[config.mk]
export PLATFORM = sky130hd
export DESIGN_NAME = dbus_demux_flat
export DESIGN_NICKNAME = d
export VERILOG_FILES = /design/src/rtl/dbus_demux_if.sv /design/src/rtl/dbus_demux.sv /design/src/flat_wrapper.sv
export SDC_FILE = /design/constraint.sdc
export NUM_CORES = 1
export LEC_CHECK = 0
export CAP_MARGIN = 15
export CELL_PAD_IN_SITES_DETAIL_PLACEMENT = 0
export CELL_PAD_IN_SITES_GLOBAL_PLACEMENT = 1
export CORE_AREA = 4 4 145 147
export DETAILED_ROUTE_END_ITERATION = 6
export DIE_AREA = 0 0 149 151
export PLACE_DENSITY_LB_ADDON = 0.25
export SLEW_MARGIN = 5
export SYNTH_ARGS = -nofsm -noshare
export SYNTH_HDL_FRONTEND = slang
export SYNTH_SLANG_ARGS = --single-unit
export TNS_END_PERCENT = 1
[constraint.sdc]
create_clock -name clk -period 2.5 [get_ports clk]
set_input_delay 0.375 -clock clk [delete_from_list [all_inputs] [get_ports clk]]
set_output_delay 0.375 -clock clk [all_outputs]
set_load 0.03 [all_outputs]
[src/rtl/dbus_demux_if.sv]
// Bus bundle for dbus_demux: core request/response, broadcast request fields,
// and the per-target handshake. "master" is the core + targets side, "slave" is the demux.
interface dbus_demux_if #(
    parameter int unsigned ADDR_W = 32,
    parameter int unsigned DATA_W = 32
);
    localparam int unsigned BE_W = DATA_W / 8;

    // Core request/response
    logic              req_valid;
    logic              req_ready;
    logic [ADDR_W-1:0] req_addr;
    logic              req_we;
    logic [DATA_W-1:0] req_wdata;
    logic [BE_W-1:0]   req_be;
    logic              resp_valid;
    logic [DATA_W-1:0] resp_rdata;
    logic              resp_err;

    // Latched request, shared by both targets
    logic [ADDR_W-1:0] out_addr;
    logic              out_we;
    logic [DATA_W-1:0] out_wdata;
    logic [BE_W-1:0]   out_be;

    // Target handshakes
    logic              t0_valid;
    logic              t0_ready;
    logic              t0_rvalid;
    logic [DATA_W-1:0] t0_rdata;
    logic              t1_valid;
    logic              t1_ready;
    logic              t1_rvalid;
    logic [DATA_W-1:0] t1_rdata;

    modport master (
        output req_valid, req_addr, req_we, req_wdata, req_be,
        output t0_ready, t0_rvalid, t0_rdata,
        output t1_ready, t1_rvalid, t1_rdata,
        input  req_ready, resp_valid, resp_rdata, resp_err,
        input  out_addr, out_we, out_wdata, out_be,
        input  t0_valid, t1_valid
    );

    modport slave (
        input  req_valid, req_addr, req_we, req_wdata, req_be,
        input  t0_ready, t0_rvalid, t0_rdata,
        input  t1_ready, t1_rvalid, t1_rdata,
        output req_ready, resp_valid, resp_rdata, resp_err,
        output out_addr, out_we, out_wdata, out_be,
        output t0_valid, t1_valid
    );
endinterface

[src/rtl/dbus_demux.sv]
// Load/store bus router: steers one outstanding core request to DMEM (target 0) or
// the MMIO window (target 1) and returns its response, or an error on timeout.
module dbus_demux #(
    parameter int unsigned       ADDR_W    = 32,
    parameter int unsigned       DATA_W    = 32,
    parameter logic [ADDR_W-1:0] MMIO_BASE = 32'hFFFF_0000,
    parameter logic [ADDR_W-1:0] MMIO_MASK = 32'hFFFF_0000,
    parameter int unsigned       TIMEOUT   = 255
) (
    input logic         clk,
    input logic         rst_n,
    dbus_demux_if.slave bus
);
    localparam int unsigned BE_W  = DATA_W / 8;
    localparam int unsigned CNT_W = (TIMEOUT > 2) ? $clog2(TIMEOUT) : 1;

    typedef enum logic [1:0] {
        StIdle,
        StIssue,
        StWait,
        StResp
    } state_e;

    state_e            state_q, state_d;
    logic              sel_q, sel_d;
    logic [ADDR_W-1:0] out_addr_q, out_addr_d;
    logic              out_we_q, out_we_d;
    logic [DATA_W-1:0] out_wdata_q, out_wdata_d;
    logic [BE_W-1:0]   out_be_q, out_be_d;
    logic [CNT_W-1:0]  cnt_q, cnt_d;
    logic [DATA_W-1:0] rdata_q, rdata_d;
    logic              err_q, err_d;

    logic              tgt_ready;
    logic              tgt_rvalid;
    logic [DATA_W-1:0] tgt_rdata;
    logic              timeout_hit;

    // Only the selected target's handshake is ever looked at; the other one is ignored.
    assign tgt_ready   = sel_q ? bus.t1_ready  : bus.t0_ready;
    assign tgt_rvalid  = sel_q ? bus.t1_rvalid : bus.t0_rvalid;
    assign tgt_rdata   = sel_q ? bus.t1_rdata  : bus.t0_rdata;
    assign timeout_hit = (cnt_q == CNT_W'(TIMEOUT - 1));

    always_comb begin
        state_d     = state_q;
        sel_d       = sel_q;
        out_addr_d  = out_addr_q;
        out_we_d    = out_we_q;
        out_wdata_d = out_wdata_q;
        out_be_d    = out_be_q;
        cnt_d       = cnt_q;
        rdata_d     = rdata_q;
        err_d       = err_q;

        unique case (state_q)
            StIdle: begin
                if (bus.req_valid) begin
                    out_addr_d  = bus.req_addr;
                    out_we_d    = bus.req_we;
                    out_wdata_d = bus.req_wdata;
                    out_be_d    = bus.req_be;
                    sel_d       = ((bus.req_addr & MMIO_MASK) == MMIO_BASE);
                    cnt_d       = '0;
                    rdata_d     = '0;
                    err_d       = 1'b0;
                    state_d     = StIssue;
                end
            end
            StIssue: begin
                cnt_d = cnt_q + CNT_W'(1);
                // Completion is checked before the timeout so it wins a same-cycle tie.
                if (tgt_ready && (out_we_q || tgt_rvalid)) begin
                    rdata_d = out_we_q ? '0 : tgt_rdata;
                    state_d = StResp;
                end else if (timeout_hit) begin
                    rdata_d = '0;
                    err_d   = 1'b1;
                    state_d = StResp;
                end else if (tgt_ready) begin
                    state_d = StWait;
                end
            end
            StWait: begin
                cnt_d = cnt_q + CNT_W'(1);
                if (tgt_rvalid) begin
                    rdata_d = tgt_rdata;
                    state_d = StResp;
                end else if (timeout_hit) begin
                    rdata_d = '0;
                    err_d   = 1'b1;
                    state_d = StResp;
                end
            end
            StResp: begin
                state_d = StIdle;
            end
            default: begin
                state_d = StIdle;
            end
        endcase
    end

    always_ff @(posedge clk or negedge rst_n) begin
        if (!rst_n) begin
            state_q     <= StIdle;
            sel_q       <= 1'b0;
            out_addr_q  <= '0;
            out_we_q    <= 1'b0;
            out_wdata_q <= '0;
            out_be_q    <= '0;
            cnt_q       <= '0;
            rdata_q     <= '0;
            err_q       <= 1'b0;
        end else begin
            state_q     <= state_d;
            sel_q       <= sel_d;
            out_addr_q  <= out_addr_d;
            out_we_q    <= out_we_d;
            out_wdata_q <= out_wdata_d;
            out_be_q    <= out_be_d;
            cnt_q       <= cnt_d;
            rdata_q     <= rdata_d;
            err_q       <= err_d;
        end
    end

    assign bus.req_ready  = (state_q == StIdle);
    assign bus.t0_valid   = (state_q == StIssue) && !sel_q;
    assign bus.t1_valid   = (state_q == StIssue) && sel_q;
    assign bus.out_addr   = out_addr_q;
    assign bus.out_we     = out_we_q;
    assign bus.out_wdata  = out_wdata_q;
    assign bus.out_be     = out_be_q;
    // Response fields are forced to zero outside the response cycle.
    assign bus.resp_valid = (state_q == StResp);
    assign bus.resp_err   = (state_q == StResp) && err_q;
    assign bus.resp_rdata = (state_q == StResp) ? rdata_q : '0;

    a_one_target: assert property (@(posedge clk) disable iff (!rst_n)
        !(bus.t0_valid && bus.t1_valid));

    a_resp_pulse: assert property (@(posedge clk) disable iff (!rst_n)
        bus.resp_valid |=> !bus.resp_valid);

    a_req_stable: assert property (@(posedge clk) disable iff (!rst_n)
        (state_q == StIssue) |=> $stable({out_addr_q, out_we_q, out_wdata_q, out_be_q}));
endmodule

[src/flat_wrapper.sv]
// flat-port wrapper written by rule: the top's interface ports become plain ports
module dbus_demux_flat 
#(
    parameter int unsigned       ADDR_W    = 32,
    parameter int unsigned       DATA_W    = 32,
    parameter logic [ADDR_W-1:0] MMIO_BASE = 32'hFFFF_0000,
    parameter logic [ADDR_W-1:0] MMIO_MASK = 32'hFFFF_0000,
    parameter int unsigned       TIMEOUT   = 255
)
  (clk, rst_n, bus_req_valid, bus_req_addr, bus_req_we, bus_req_wdata, bus_req_be, bus_t0_ready, bus_t0_rvalid, bus_t0_rdata, bus_t1_ready, bus_t1_rvalid, bus_t1_rdata, bus_req_ready, bus_resp_valid, bus_resp_rdata, bus_resp_err, bus_out_addr, bus_out_we, bus_out_wdata, bus_out_be, bus_t0_valid, bus_t1_valid);
  dbus_demux_if #(.ADDR_W(ADDR_W), .DATA_W(DATA_W)) bus_i ();
  input logic clk;
  input logic rst_n;
  input wire logic [$bits(bus_i.req_valid)-1:0] bus_req_valid;
  input wire logic [$bits(bus_i.req_addr)-1:0] bus_req_addr;
  input wire logic [$bits(bus_i.req_we)-1:0] bus_req_we;
  input wire logic [$bits(bus_i.req_wdata)-1:0] bus_req_wdata;
  input wire logic [$bits(bus_i.req_be)-1:0] bus_req_be;
  input wire logic [$bits(bus_i.t0_ready)-1:0] bus_t0_ready;
  input wire logic [$bits(bus_i.t0_rvalid)-1:0] bus_t0_rvalid;
  input wire logic [$bits(bus_i.t0_rdata)-1:0] bus_t0_rdata;
  input wire logic [$bits(bus_i.t1_ready)-1:0] bus_t1_ready;
  input wire logic [$bits(bus_i.t1_rvalid)-1:0] bus_t1_rvalid;
  input wire logic [$bits(bus_i.t1_rdata)-1:0] bus_t1_rdata;
  output wire logic [$bits(bus_i.req_ready)-1:0] bus_req_ready;
  output wire logic [$bits(bus_i.resp_valid)-1:0] bus_resp_valid;
  output wire logic [$bits(bus_i.resp_rdata)-1:0] bus_resp_rdata;
  output wire logic [$bits(bus_i.resp_err)-1:0] bus_resp_err;
  output wire logic [$bits(bus_i.out_addr)-1:0] bus_out_addr;
  output wire logic [$bits(bus_i.out_we)-1:0] bus_out_we;
  output wire logic [$bits(bus_i.out_wdata)-1:0] bus_out_wdata;
  output wire logic [$bits(bus_i.out_be)-1:0] bus_out_be;
  output wire logic [$bits(bus_i.t0_valid)-1:0] bus_t0_valid;
  output wire logic [$bits(bus_i.t1_valid)-1:0] bus_t1_valid;
  assign bus_i.req_valid = bus_req_valid;
  assign bus_i.req_addr = bus_req_addr;
  assign bus_i.req_we = bus_req_we;
  assign bus_i.req_wdata = bus_req_wdata;
  assign bus_i.req_be = bus_req_be;
  assign bus_i.t0_ready = bus_t0_ready;
  assign bus_i.t0_rvalid = bus_t0_rvalid;
  assign bus_i.t0_rdata = bus_t0_rdata;
  assign bus_i.t1_ready = bus_t1_ready;
  assign bus_i.t1_rvalid = bus_t1_rvalid;
  assign bus_i.t1_rdata = bus_t1_rdata;
  assign bus_req_ready = bus_i.req_ready;
  assign bus_resp_valid = bus_i.resp_valid;
  assign bus_resp_rdata = bus_i.resp_rdata;
  assign bus_resp_err = bus_i.resp_err;
  assign bus_out_addr = bus_i.out_addr;
  assign bus_out_we = bus_i.out_we;
  assign bus_out_wdata = bus_i.out_wdata;
  assign bus_out_be = bus_i.out_be;
  assign bus_t0_valid = bus_i.t0_valid;
  assign bus_t1_valid = bus_i.t1_valid;
  dbus_demux #(.ADDR_W(ADDR_W), .DATA_W(DATA_W), .MMIO_BASE(MMIO_BASE), .MMIO_MASK(MMIO_MASK), .TIMEOUT(TIMEOUT)) u_core (.clk(clk), .rst_n(rst_n), .bus(bus_i));
endmodule
==> results.md, run 1 <==
- Worst r2r dst: u_core.rdata_q[0]
- Post-CTS Setup Repair Bufs: 0
- Hold Slack: -1.49 ps
- Largest net degree at the start of global routing: 114
- WS Path Type: register to register
- CP Launch Type: register
- TritonCTS Buffers: 17
- DRT antenna net count: 0
- CTS tree: done
- Multi-input combinational cell area: 3440 µm²
- Top cells by area, synth: dfrtp_1 (43%), mux2_2 (16%), nand4_1 (5.5%), o211ai_2 (3.8%), nand4b_1 (3.7%)
- Die X-Extent: approximately 150 µm
- Post-Syn Area: about 6700 µm²
- Worst min path class: input pin to async pin
- Critical path origin: u_core.state_q[1]
- CORE AREA: 19900 µm²
- RSZ-0062 raised after global routing: false
- CP endpoint kind: register
- Main synth FF type: dfrtp_1
- DRT iter0 DRCs: around 290
- Final Routed Wirelength: approximately 22 mm
- Post-synth EDFFs: 0
- Avg WL per Cell: slightly below 20 µm
- Row count: 52
- Area growth syn-to-layout: 49.8%
- Leak: just under 4 nW
- Status: finished, violations left
- Mapped Nets: 749
- Seq/Total Area, Yosys: 0.425
- Crit path max fanout: 28
- Period utilization: 0.922
- RD Place Congestion: around 0.76
- Area leader, netlist: dfrtp_1
- Required @ worst endpoint: 2790 ps
- Fin area: 9960 µm²
- Slew Viols, Final: 0
- R2R setup slack: just under 200 ps
- Fillers: around 1800
- Asr flop ratio synth: 1.00
- Worst reg-to-reg path cell count: 6
- Relative slew margins: 0.555
- Violated checks: hold timing
- Initial antenna violation count: 0
- Clock slew at reported path FFs: approximately 60 ps
- Maximum buffer depth of the clock tree: 2
- Initial Util: 0.334
- TritonRoute pass-1 iters: 5
- Vias: between 5000 and 6000
- Fin crit period: roughly 2300 ps
- Antenna diode count: 0
- Critical path arrival: roughly 2600 ps
- Synth Instances: roughly 600
- H-tree Lvls: 4
- Max Fclk: between 0.4 and 0.5 GHz
- Max-Cap Viols: 0
- DRC Markers: 0
- I/O pins: 246
- Global-route wire length before repair: roughly 33 mm
- Vias in the first global route: just over 6000
- Clock Tree Root: clkbuf_16
- CTS Sinks: ~110
- Endpoints failing setup: 0
- Die area: between 20000 and 25000 µm²
- Crit path to: u_core.rdata_q[0]
- Total grt overflow: 0
- Total Routing Usage GR: 0.187
- Synth warn: 0
- I/O Buffers: around 250
- Least-Margin Pin Slew: 668 ps
- Reg2reg start: u_core.state_q[1]
- Vias per inst: between 5 and 6
- Final hold violations: 1
- Layout cells sized above 1: 0.285
- Synth unique cells: 50
- DP Area: a little over 9000 µm²
- Syn_area_per_cell: roughly 11 µm²
- Detail Placement HPWL: 15.5 mm
- Clock latency at the later pin of the worst-skew pair: roughly 410 ps
- Clock skew: roughly 8 ps
- Die Ht: ~150 µm
- Nets@finish: about 980
- Yosys top cell area share: 0.425
- Yosys reg bits: about 110
- VDD IR-drop max: approximately 0.67 mV
- Register area: between 2000 and 3000 µm²
- P per Cell Area: 1270 nW/µm²
## repair_timing
action | CTS | global route
hold buffers | 0 | 0
endpoints found under the hold margin | 0 | 0
resized for setup | 3 | 1
endpoints found under the setup margin | 3 | 1
## metal layers
metal / vias up / wire length [µm] / GRT usage
li1: 2730 / - / -
met1: 2959 / 8620 / 0.230
met2: 230 / 10800 / 0.310
met3: 28 / 1870 / 0.0694
met4: 0 / 378 / 0.0526
met5: - / 0 / 0
## flip-flops by register name, summed over array words and instances (netlist names)
name                  count
u_core.bus.out_addr      32
u_core.bus.out_be         4
u_core.bus.out_wdata     32
u_core.bus.out_we         1
u_core.cnt_q              8
u_core.err_q              1
u_core.rdata_q           32
u_core.sel_q              1
u_core.state_q            2
## synth_stat cells, types with 2 or more instances
cell type	number
a21oi_1	36
a21oi_2	20
a31oi_1	27
a32oi_1	3
and2_1	36
buf_1	7
buf_2	28
buf_4	4
buf_6	9
clkbuf_1	11
dfrtp_1	113
ha_1	8
inv_1	14
mux2_2	96
mux2i_1	8
nand2_1	7
nand2_2	2
nand2b_1	2
nand3_1	2
nand4_1	59
nand4b_1	28
nor2_1	11
nor2b_1	3
nor4_1	2
o211ai_1	9
o211ai_2	20
o21ai_0	4
o221ai_1	2
o32ai_1	5
xnor2_1	5
## layout by cell type, fill, tap and decap left out, types with 3 or more instances in the layout
cell type and n:
dfrtp_1 112, xnor2_1 5, o211ai_1 9, ha_1 6, nand4b_1 28, bufinv_16 3, a31oi_1 27, clkdlybuf4s50_1 207
a21oi_1 36, nor2_1 11, o21ai_0 4, buf_4 44, a21oi_2 20, clkbuf_16 17, clkinvlp_4 3, buf_12 13
o32ai_1 5, and2_1 35, mux2_2 96, a32oi_1 3, inv_1 14, inv_6 5, nand4_1 59, mux2i_1 8
nand2_1 7, o211ai_2 20
## cells by family (layout without fill, tap and decap cells)
kind of cell,after synthesis,in the layout,share of synthesized area
AOI/OAI and AO/OA,136,136,0.157
and+or+nand+nor,159,159,0.158
muxes,105,105,0.177
adders and majority gates,8,8,0.0150
xor gates and xnor gates,6,6,0.00790
buffers and inverters,74,313,0.0596
DFF,113,113,0.425
## through the flow
step                setup TNS, ps   util  cells  setup WS, ps  power [mW]
floorplan                       0      -    601           475        7.58
global placement                0  0.470   1078           338        10.0
detailed placement              0  0.470   1078           183        10.2
CTS                         -30.1  0.500   1110         -30.1        12.8
global route                    0  0.501   1110          24.3        13.5
finish                          0  0.501   1110           196        12.7
## how the worst min path moves through the flow
stage | start | endpoint | slack (ps) | depth (start not counted)
3_5_place_dp | u_core.err_q | u_core.err_q | 480 | 1
6_report | rst_n | u_core.rdata_q[17] | -1 | 2
4_1_cts | rst_n | u_core.rdata_q[17] | 60 | 2
3_3_place_gp | u_core.err_q | u_core.err_q | 470 | 1
2_1_floorplan | rst_n | u_core.bus.out_addr[0] | 80 | 0
5_1_grt | rst_n | u_core.rdata_q[17] | 70 | 2
## cell type report
class                      count  area share
clock inverter                14      0.0176
multi-input combinational    414       0.345
timing repair buffer         267       0.270
inverter                      14     0.00527
tap                          270      0.0339
sequential                   113       0.284
clock buffer                  18      0.0441
## critical path: stages, from the launching register on
cell and delay [ps]:
dfrtp_1 430, inv_1 150, ha_1 380, nand2b_1 300, nand2_2 570, o22ai_4 160
o32ai_1 190
## power by group
group | total, mW | switching (mW) | internal (mW)
Combinational | 7.01 | 4.07 | 2.94
Sequential | 3.16 | 0.511 | 2.65
Clock | 2.52 | 0.919 | 1.61
(Power assumes the default switching activity.)
==> run 2: changes to the inputs <==
--- a/config.mk
+++ b/config.mk
@@ -9,6 +9,7 @@
 export CELL_PAD_IN_SITES_DETAIL_PLACEMENT = 0
 export CELL_PAD_IN_SITES_GLOBAL_PLACEMENT = 1
 export CORE_AREA = 4 4 145 147
+export CTS_CLUSTER_SIZE = 14
 export DETAILED_ROUTE_END_ITERATION = 6
 export DIE_AREA = 0 0 149 151
 export PLACE_DENSITY_LB_ADDON = 0.25
==> results of run 2 <==
No change in the layout: final DEF, timing and power equal those of run 1.
==> run 3: changes to the inputs <==
==> constraint.sdc (replaced) <==
create_clock -name clk -period 2.5 [get_ports clk]
set_input_delay 0.375 -clock clk [delete_from_list [all_inputs] [get_ports clk]]
set_output_delay 0.375 -clock clk [all_outputs]
set_load 0.1 [all_outputs]
==> results.md, run 3 (synthesis gave the netlist of run 1 again) <==
- RD Place Congestion: 0.796 (+4.6%)
- Row count: 52 (unchanged)
- Period utilization: 0.908 (-0.0134)
- RSZ-0062 raised after global routing: false
- Post-CTS Setup Repair Bufs: 0 (unchanged)
- Die X-Extent: 149 µm (unchanged)
- Vias: 5933 (-0.24%)
- Total grt overflow: 0 (unchanged)
- Least-Margin Pin Slew: 1010 ps (+341 ps)
- Clock skew: 11.5 ps (+3.44 ps)
- Relative slew margins: 0.327 (-0.227)
- Final Routed Wirelength: 21.6 mm (-0.40%)
- H-tree Lvls: 4 (unchanged)
- DRT iter0 DRCs: 336 (+17%)
- Critical path arrival: 1900 ps (-700 ps)
- Area growth syn-to-layout: 52.9%
- Global-route wire length before repair: 33.8 mm (+1.7%)
- Vias per inst: 5.33 (-0.50%)
- Clock Tree Root: clkbuf_16
- Commonest non-fill, non-tap cell in the layout: clkdlybuf4s50_1
- Critical Path Max Stage Delay: 450 ps (-120 ps)
- TritonCTS Buffers: 17 (unchanged)
- Max Fclk: 0.440 GHz (+1.5%)
- Layout cells sized above 1: 0.371 (+0.0860)
- Final Non-Filler Cells: 1113 (+0.27%)
- Die area: 22500 µm² (unchanged)
- Detail Placement HPWL: 15.4 mm (-0.74%)
- Vias in the first global route: 6338 (+3.3%)
- Status: finished, violations left
- Worst r2r dst: u_core.rdata_q[2]
- CP Launch Type: register
- Initial antenna violation count: 0 (unchanged)
- Register area: 2830 µm² (unchanged)
- Initial Util: 0.334 (unchanged)
- Largest net degree at the start of global routing: 85 (-25%)
- CTS tree: done
- Clock slew at reported path FFs: 60 ps (about the same)
- Total Routing Usage GR: 0.189 (+0.00193)
- CP endpoint kind: primary output
- TritonRoute pass-1 iters: 7 (+2)
- Final hold violations: 0 (-1)
- Worst min path class: input pin to async pin
- R2R setup slack: 230 ps (+30 ps)
- Reg2reg start: u_core.sel_q
- WS Path Type: register to primary output
- Violated checks: DRC
- Slew Viols, Final: 0 (unchanged)
- I/O pins: 246 (unchanged)
- Die Ht: 151 µm (unchanged)
- Crit path max fanout: 8 (-71%)
- Clock latency at the later pin of the worst-skew pair: 420 ps (about the same)
- # placed instances: 1079 (+0.093%)
- DRC Markers: 1 (+1)
- Crit path cell chain: inv_1 -> ha_1 -> nor2b_1 -> buf_12
- Endpoints failing setup: 0 (unchanged)
- CTS Sinks: 113 (unchanged)
- Slowest stage cell on the critical path: dfrtp_1
- Commonest cells after routing, fill and taps aside: clkdlybuf4s50_1 (138), dfrtp_1 (112), mux2_2 (96)
- Minimum setup slack after placement: -105 ps (-287 ps)
- I/O Buffers: 245 (unchanged)
- Max-Cap Viols: 0 (unchanged)
- Avg WL per Cell: 19.4 µm (-0.67%)
- Worst reg-to-reg path cell count: 4 (-2)
- DRT antenna net count: 0 (unchanged)
- CORE AREA: 19900 µm² (unchanged)
- Fin worst setup slack: 229 ps (+33.5 ps)
- Nets@finish: 977 (+0.21%)
- Fin crit period: 2270 ps (-33.5 ps)
- Fillers: 1791 (-2.7%)
- Maximum buffer depth of the clock tree: 2 (unchanged)
- Required @ worst endpoint: 2120 ps (-670 ps)
- Multi-input combinational cell area: 3450 µm² (+0.29%)
==> run 3: timing repair <==
action,in CTS,in global routing
resized for setup,0,1
hold endpoints to repair,23,0
endpoints found under the setup margin,0,1
hold buffers,1,0
==> run 3: stage by stage <==
stage / TNS [ps] / hold WS [ps] / utilization / cell area, µm²
2_1_floorplan: -3530 / 79.4 / - / 6650
3_3_place_gp: -85.7 / 325 / 0.480 / 9550
3_5_place_dp: -358 / 327 / 0.480 / 9550
4_1_cts: 0 / 440 / 0.510 / 10200
5_1_grt: 0 / 471 / 0.511 / 10200
6_report: 0 / 459 / 0.511 / 10200
==> run 3: worst max path at each step <==
stage	from	end	slack (ps)	depth (start not counted)
after floorplan	u_core.state_q[0]	u_core.bus.out_we	-70	7
after global placement	bus_t0_ready	u_core.rdata_q[31]	-20	5
after detailed placement	bus_t0_rvalid	u_core.rdata_q[2]	-100	5
after CTS	u_core.state_q[1]	bus_resp_rdata[27]	100	3
after global routing	u_core.sel_q	u_core.rdata_q[3]	20	4
final	u_core.state_q[1]	bus_t0_valid	230	4
==> run 3: routing by layer <==
metal,GRT usage,vias up,share of wire
met5,0,-,0
met4,0.0714,0,0.021
met3,0.0536,33,0.078
met2,0.307,249,0.49
met1,0.240,2907,0.41
li1,-,2744,-
==> run 3: worst max-delay path: cells and delay by family, from the launching register on <==
kind	cells	cell delay [ps]
DFF	1	450
adders and majority gates	1	380
buffers and inverters	2	370
and+or+nand+nor	1	270
==> run 3: area by class of cell <==
type | count | share of cell area
inverter | 14 | 0.00517
sequential | 113 | 0.278
clock inverter | 15 | 0.0169
multi-input combinational | 414 | 0.339
clock buffer | 17 | 0.0418
timing repair buffer | 269 | 0.286
tap | 270 | 0.0332
antenna | 1 | 0.000246
Power of run 3 is left out: the tool's default activity adds up to more than one toggle a clock period on the data nets, which glitch-free logic cannot reach.
==> edit: new RTL, config.mk and constraints of run 3 <==
`DATA_W` is set to 32 in 3 places; all go to 48.
--- a/src/rtl/dbus_demux_if.sv
+++ b/src/rtl/dbus_demux_if.sv
@@ -2,7 +2,7 @@
 // and the per-target handshake. "master" is the core + targets side, "slave" is the demux.
 interface dbus_demux_if #(
     parameter int unsigned ADDR_W = 32,
-    parameter int unsigned DATA_W = 32
+    parameter int unsigned DATA_W = 48
 );
     localparam int unsigned BE_W = DATA_W / 8;
 
--- a/src/rtl/dbus_demux.sv
+++ b/src/rtl/dbus_demux.sv
@@ -2,7 +2,7 @@
 // the MMIO window (target 1) and returns its response, or an error on timeout.
 module dbus_demux #(
     parameter int unsigned       ADDR_W    = 32,
-    parameter int unsigned       DATA_W    = 32,
+    parameter int unsigned       DATA_W    = 48,
     parameter logic [ADDR_W-1:0] MMIO_BASE = 32'hFFFF_0000,
     parameter logic [ADDR_W-1:0] MMIO_MASK = 32'hFFFF_0000,
     parameter int unsigned       TIMEOUT   = 255
--- a/src/flat_wrapper.sv
+++ b/src/flat_wrapper.sv
@@ -2,7 +2,7 @@
 module dbus_demux_flat 
 #(
     parameter int unsigned       ADDR_W    = 32,
-    parameter int unsigned       DATA_W    = 32,
+    parameter int unsigned       DATA_W    = 48,
     parameter logic [ADDR_W-1:0] MMIO_BASE = 32'hFFFF_0000,
     parameter logic [ADDR_W-1:0] MMIO_MASK = 32'hFFFF_0000,
     parameter int unsigned       TIMEOUT   = 255
Ports: changed (7 resized); port bits go from 246 to 330. No check against the original RTL was run, so the function may have changed too.
==> edit against run 3 <==
Die area is the same. Setup slack improved by 110 ps. Wire length grew 15%. Utilization increased by 8.8 points. Synthesized cell count up 3.2%. Maximum frequency up 5.0%. Cell area is 17% higher. First-iteration DRC count up 4.2%. Sequential share of layout area is 3.0 points higher. Sequential cell count increased by 34. Area after synthesis grew 12%. Critical endpoint is now bus_resp_rdata[30]. Largest cell class is now non-clock buffers. Highest routed layer unchanged.
==> edit: results <==
[logic_synthesis]
synth.lib_cells_used.distinct = 40
synth-seq-area-share_pct = 49.60
synth.area.top_cells = "dfrtp_1 (50%), mux2_2 (21%), a221o_1 (6.5%), a22oi_1 (5.0%), and2_1 (4.4%)"
synthTopCellsByCount = "dfrtp_1 (147), mux2_2 (136), nor2_1 (61)"

[layout]
share_of_post_route_cells_with_drive_strength_above_1_pct = 35.34
final_nets = 1133
antennaDiodeCount = 0

[global_route]
via_count_of_the_first_global_routing_pass = 6937
groute.layer.met3.usage_pct = 7.092
maximum_number_of_pins_on_one_net_before_global_route_repair = 66
met1_usage_pct = 26.63

[sta]
timing.final.crit_share_pct = 86.47
fin_worst_skew_ps = 6.888
relSlewSlack_pct = 28.31
whs_ps = 451.5

[placement]
globalplace.congestion = 0.7997
detailedPlace.worstSlack_ps = 2.548
dpl.hpwl_mm = 18.24

[setup_path]
crit_path_end = "bus_resp_rdata[30]"
worst_reg2reg_path_depth = 7
worst-endpoint-arrival_ps = 1790
setup.reg_to_reg.worst_slack_ps = 380

[routing]
routedLengthMet1_mm = 9.863
wl_per_cell_um = 20.33
wl_met2_mm = 12.35
dr_total_vias = 6435

[status]
run_status = "finished, final reports clean"
## edit: cell types whose count changed after synthesis, sizes merged, moves of 9 or more
cell and change:
nand4b -27, a31oi -27, a22oi +48, and2 +16, o211ai -28, a221o +48
mux2 +39, dfrtp +34, a21oi -55, clkbuf +9, nand4 -52, nor2 +49
buf -19
## edit: cells by family (layout without fill, tap and decap cells)
family | count (synthesis) | after routing | synth area share [%]
buffers and inverters | 59 | 387 | 3.880
flip-flops | 147 | 147 | 49.60
adder cells (fa/ha/maj) | 8 | 8 | 1.350
AND/OR/NAND/NOR | 143 | 143 | 9.902
AO/OA/AOI/OAI | 119 | 119 | 13.65
XOR/XNOR | 6 | 6 | 0.7085
multiplexers | 138 | 138 | 20.92
## edit: stage by stage
stage / power, mW / area [um2] / TNS [ps]
2_1_floorplan: 12.46 / 7422 / -842.4
3_3_place_gp: 15.23 / 11310 / 0
3_5_place_dp: 15.45 / 11310 / 0
4_1_cts: 18.17 / 11930 / 0
5_1_grt: 18.72 / 11930 / 0
6_report: 18.01 / 11930 / 0
## edit: layout make-up
cell class	count	area, um2	share of cell area (%)
repair buffers	346	3787	31.75
clock inverters	15	183.9	1.542
inverters	9	33.78	0.2832
multi-input cells	414	3480	29.17
flip-flops and latches	147	3680	30.85
clock buffers	17	425.4	3.567
well taps	270	337.8	2.832
## edit: where the power goes
group	internal, mW	switching (mW)
Sequential	3.42	0.658
Clock	1.52	1.12
Combinational	3.01	8.29
Total	7.94	10.1
## edit: critical path: stages, from the launching register on
cell	delay [ps]
dfrtp_1	440
ha_2	230
buf_12	200
and2_1	260
buf_12	200
